## src/rtl/count_stream_checker_pkg.sv

```systemverilog
// Shared types and constants for the packed counter-word stream checker.
package count_stream_checker_pkg;

  typedef enum logic [1:0] {
    IDLE   = 2'd0,
    SYNC   = 2'd1,
    LOCKED = 2'd2,
    FAULT  = 2'd3
  } state_e;

  localparam int unsigned ERR_REP  = 0;
  localparam int unsigned ERR_ALN  = 1;
  localparam int unsigned ERR_STEP = 2;

  localparam int unsigned HI_LSB  = 16;
  localparam int unsigned MID_LSB = 8;
  localparam int unsigned LO_LSB  = 0;

endpackage

```

## src/rtl/count_word_check.sv

```systemverilog
// Combinational consistency checks on one counter word against its predecessor.
module count_word_check
  import count_stream_checker_pkg::*;
(
  input  logic [31:0] cur_w,
  input  logic [31:0] prev_w,
  input  logic        prev_d,
  output logic        rep_err,
  output logic        aln_err,
  output logic        step_err
);

  logic [15:0] cur_hi;
  logic [15:0] prev_hi;
  logic [15:0] exp_hi;

  always_comb begin
    cur_hi   = cur_w[HI_LSB +: 16];
    prev_hi  = prev_w[HI_LSB +: 16];
    // 16-bit arithmetic makes both wrap directions legal steps
    exp_hi   = prev_d ? (prev_hi + 16'd1) : (prev_hi - 16'd1);
    rep_err  = (cur_w[MID_LSB +: 8] != cur_w[LO_LSB +: 8]);
    aln_err  = (cur_w[HI_LSB +: 8] != cur_w[LO_LSB +: 8]);
    step_err = (cur_hi != exp_hi);
  end

endmodule

```

## config.mk

```make
export PLATFORM = sky130hd
export DESIGN_NAME = count_word_check
export DESIGN_NICKNAME = d
export VERILOG_FILES = /design/src/rtl/count_stream_checker_pkg.sv /design/src/rtl/count_word_check.sv
export SDC_FILE = /design/constraint.sdc
export NUM_CORES = 1
export LEC_CHECK = 0
export ABC_AREA = 1
export CAP_MARGIN = 15
export CORE_UTILIZATION = 39
export DETAILED_ROUTE_END_ITERATION = 10
export GPL_ROUTABILITY_DRIVEN = 0
export PLACE_DENSITY = 0.79
export SLEW_MARGIN = 5
export SYNTH_ARGS = -nofsm -noshare
export SYNTH_HDL_FRONTEND = slang
export SYNTH_SLANG_ARGS = --single-unit
```

## constraint.sdc

```tcl
create_clock -name vclk -period 2
set_input_delay 0.3 -clock vclk [all_inputs]
set_output_delay 0.3 -clock vclk [all_outputs]
set_load 0.03 [all_outputs]
```

Word level (Yosys, flattened, before mapping):

Index checks and enable logic that the tools add are counted.
W data, S select, Z words.

* add/subtract/negate cells: 2
* eq/ne operators: 3
* multiplexer cells: 1

Operator list (count)
* $add A16 B1 Y16 const B: 1
* $mux W16: 1
* $ne A16 B16 Y1: 1
* $ne A8 B8 Y1: 2
* $sub A16 B1 Y16 const B: 1

* register bits after elaboration: 0
* input port bits: 65
* output and inout port bits: 3
* logic and storage cells: 6

Logic depth before layout (Yosys ltp):

* word-level depth: 3
* gate-level depth with buffers: 14
* mapped depth without buffers: 14

Worst setup path after synthesis:

Ideal clock, no wire load.

* kind: input -> output
* start: input port prev_d
* end: output port step_err
* arrival time: 1.888 ns
* data required time: 1.700 ns
* setup slack: -0.188 ns
* stages: 12
* path buffers: 0
* path through: inv_1 ha_1 nand2_1 inv_1 a21oi_1 nand3b_1 nand2_1 inv_1 nor2_1 nand3_1 nor2_1 nand3_1

* longest elaborated chain between the ends: 2

RTL lines
* from (decl): line count_word_check.sv:7 `input logic prev_d,`
* $mux W16: line count_word_check.sv:21 `exp_hi = prev_d ? (prev_hi + 16'd1) : (prev_hi - 16'd1);`
* $ne A16 B16 Y1: line count_word_check.sv:24 `step_err = (cur_hi != exp_hi);`
* to (decl): line count_word_check.sv:10 `output logic step_err`

Every way passes these cells.

Worst setup path after layout:

* start: input port prev_w[25]
* end: output port step_err

* longest elaborated chain between the ends: 3
* elaborated cells on any way between the ends: 4
* classes of those cells: 2 x add/sub; 1 x eq/ne; 1 x mux

RTL lines
* from (decl): line count_word_check.sv:6 `input logic [31:0] prev_w,`
* $sub A16 B1 Y16 or $add A16 B1 Y16 (tied branches): line count_word_check.sv:21
* $mux W16 (*): line count_word_check.sv:21
* $ne A16 B16 Y1 (*): line count_word_check.sv:24

Mark *: on every way between the ends. The rest lies on a longest branch, timed or not.

==> flow_summary.toml <==
[setup_path]
path_max_fanout = 4
cp-end-kind = "primary output"
cp_data_arrival_time_ns = 2.07
path_cells = "clkdlybuf4s50_1 -> ha_4 -> nand2_1 -> nor2_2 -> and2_1 -> nand2_1 -> nand3_1 -> nand2_1 -> nand2_1 -> nand3_1 -> nor2_2 -> nand3_2 -> buf_6"
start_kind = "primary input"
cp_data_required_time_ns = 1.70
slowest_delay_ns = 0.46
crit_top_cell = "nand2_1"
worst_path_max_delay_cell = "clkdlybuf4s50_1"
crit_path_start = "prev_w[25]"
criticalPathCategory = "in2out"

[timing]
final_hold_viol_count = 0
rsz0062_at_grt = "yes"
min_period_ns = 2.37
finalCritPeriodShare_pct = 119
final-max-slew-violation-count = 0
finalSetupViolations = 1
slew_headroom_pct = 84.7
fin_ws_ns = -0.373
max_freq_mhz = 421
worstMarginPinSlew_ns = 0.228

[floorplanning]
io_pins = 68
core_area_mm2 = 0.00334
die_w_um = 61.2
die_area_mm2 = 0.00375
initial_core_util_pct = 41.0
die_h_um = 61.2
rows = 21

[drt]
drt_iter0_drc = 35
wl_per_cell_um = 10.8
drcViolationCount = 0
vias_per_cell = 4.70
first_pass_iters = 4
totalWireLength_mm = 4.16
ant_nets = 0
vias = 1816

[min_path]
min_from = "cur_w[7]"
worst_hold_path.endpoint = "aln_err"
hold_class = "in2out"
holdPathStages = 5

[synth]
postSynthCellCount = 259
synth_fp_nets = 339
yosysWarnings = 0
yosysSeqAreaShare_pct = 0
avgSynthCellArea_um2 = 5.28
syn_area_mm2 = 0.00137
yosys.cell_types.count = 21

[layout]
final_common_cell = "nand2_1"
fin_cells = 386
finalNetCount = 422
fillCellCount = 320
synthToLayoutAreaGrowth_pct = 75.0
n_antenna_cell = 0
layout_common_cells = "nand2_1, inv_1, clkdlybuf4s50_1"
drive_gt1_share_pct = 22.1
clock_buffers = 0
regArea_um2 = 0
nFlopsAndLatches = 0

[global_route]
grt_overflow = 0
grt_usage_pct = 22.3
grt_pass1_vias = 1702
antenna_found_initial = 0
grt_max_degree = 9
grt_pass1_wl_mm = 6.51

[power_and_ir_drop]
finalPower_w = 0.000646
p_per_area_mw_per_mm2 = 270
max-vdd-ir-drop_uv = 113
p_seq_share_pct = 0
swShare_pct = 48.6
p_clk_share_pct = 0
pwr-share-comb_pct = 100.0
power.switching_w = 0.000314
p_leak_nw = 1.26
power.internal_w = 0.000332

[outcome]
violations = "setup timing"
status = "complete, but fails checks"

[flow_run]
cap_violations = 0

[place]
place_ws_ns = -0.921
dp_hpwl_mm = 3.39
io_buffers = 52
placedCellCount = 383
-- worst max path at each step --
stage / to / slack [ns] / cells after the start
2_1_floorplan: step_err / -0.11 / 12
3_3_place_gp: step_err / -0.87 / 15
3_5_place_dp: step_err / -0.92 / 15
4_1_cts: step_err / -0.43 / 15
5_1_grt: step_err / -0.49 / 13
6_report: step_err / -0.37 / 13
-- critical path: cells and delay by family --
family / cells / cell delay [ns]
adder cells (fa/ha/maj): 1 / 0.31
AND/OR/NAND/NOR: 10 / 0.86
buffers and inverters: 2 / 0.60
-- logic make-up (layout without fill, tap and decap cells) --
group | count (synthesis) | count (layout) | synth area share [%]
adders and majority gates | 15 | 15 | 14.3
xor gates and xnor gates | 29 | 29 | 18.6
and+or+nand+nor | 161 | 161 | 51.1
AOI/OAI and AO/OA | 9 | 9 | 3.75
buffers and inverters | 45 | 126 | 12.3
-- routing by layer --
layer,wire length [µm],track usage (%),share of wire [%],vias up
met3,232,3.15,5.6,8
met2,2300,47.4,55,55
met5,0,0,0,-
li1,-,-,-,973
met1,1570,22.5,38,780
met4,61,4.22,1.5,0
-- cell usage after synthesis, drive strengths merged --
| cell type | n | share of area, % |
|---|---|---|
| fa | 1 | 1.5 |
| a21oi | 6 | 2.2 |
| a31oi | 1 | 0.46 |
| o21bai | 1 | 0.55 |
| xnor2 | 18 | 12 |
| inv | 45 | 12 |
| nor2 | 20 | 5.8 |
| a21o | 1 | 0.55 |
| xor2 | 11 | 7.0 |
| nand3 | 25 | 9.5 |
| or4 | 2 | 1.1 |
| and2 | 2 | 0.91 |
| nand2 | 100 | 28 |
| ha | 14 | 13 |
| or2 | 1 | 0.46 |
| nor3 | 1 | 0.37 |
| nand3b | 4 | 2.2 |
| nand4 | 6 | 2.7 |
-- power groups by stage --
stage               Sequential [W]  Combinational [W]  Clock (W)
CTS                              0           0.000607          0
finish                           0           0.000646          0
global placement                 0           0.000557          0
detailed placement               0           0.000568          0
floorplan                        0           0.000330          0
global route                     0           0.000719          0
-- repair_timing --
action,in CTS,in global routing
endpoints found under the hold margin,0,0
setup buffers,1,2
setup endpoints to repair,3,3
hold buffers,0,0
resized for setup,53,23
pin swaps,17,14
-- stage by stage --
stage / util [%] / hold slack [ns] / TNS (ns) / instance area, µm²
after floorplan: - / 0.890 / -0.109 / 1380
after global placement: 64.8 / 1.47 / -1.65 / 2160
after detailed placement: 64.8 / 1.48 / -1.73 / 2160
after CTS: 68.2 / 1.37 / -0.426 / 2280
after global routing: 71.8 / 1.13 / -0.495 / 2390
final: 71.8 / 1.09 / -0.373 / 2390
-- area by class of cell --
| cell class | count | area (µm²) | share of cell area (%) |
|---|---|---|---|
| tap | 46 | 57.6 | 2.40 |
| inverter | 45 | 173 | 7.21 |
| multi-input combinational | 214 | 1420 | 59.1 |
| timing repair buffer | 81 | 749 | 31.3 |
No activity file was read; power rests on OpenSTA's default activity.
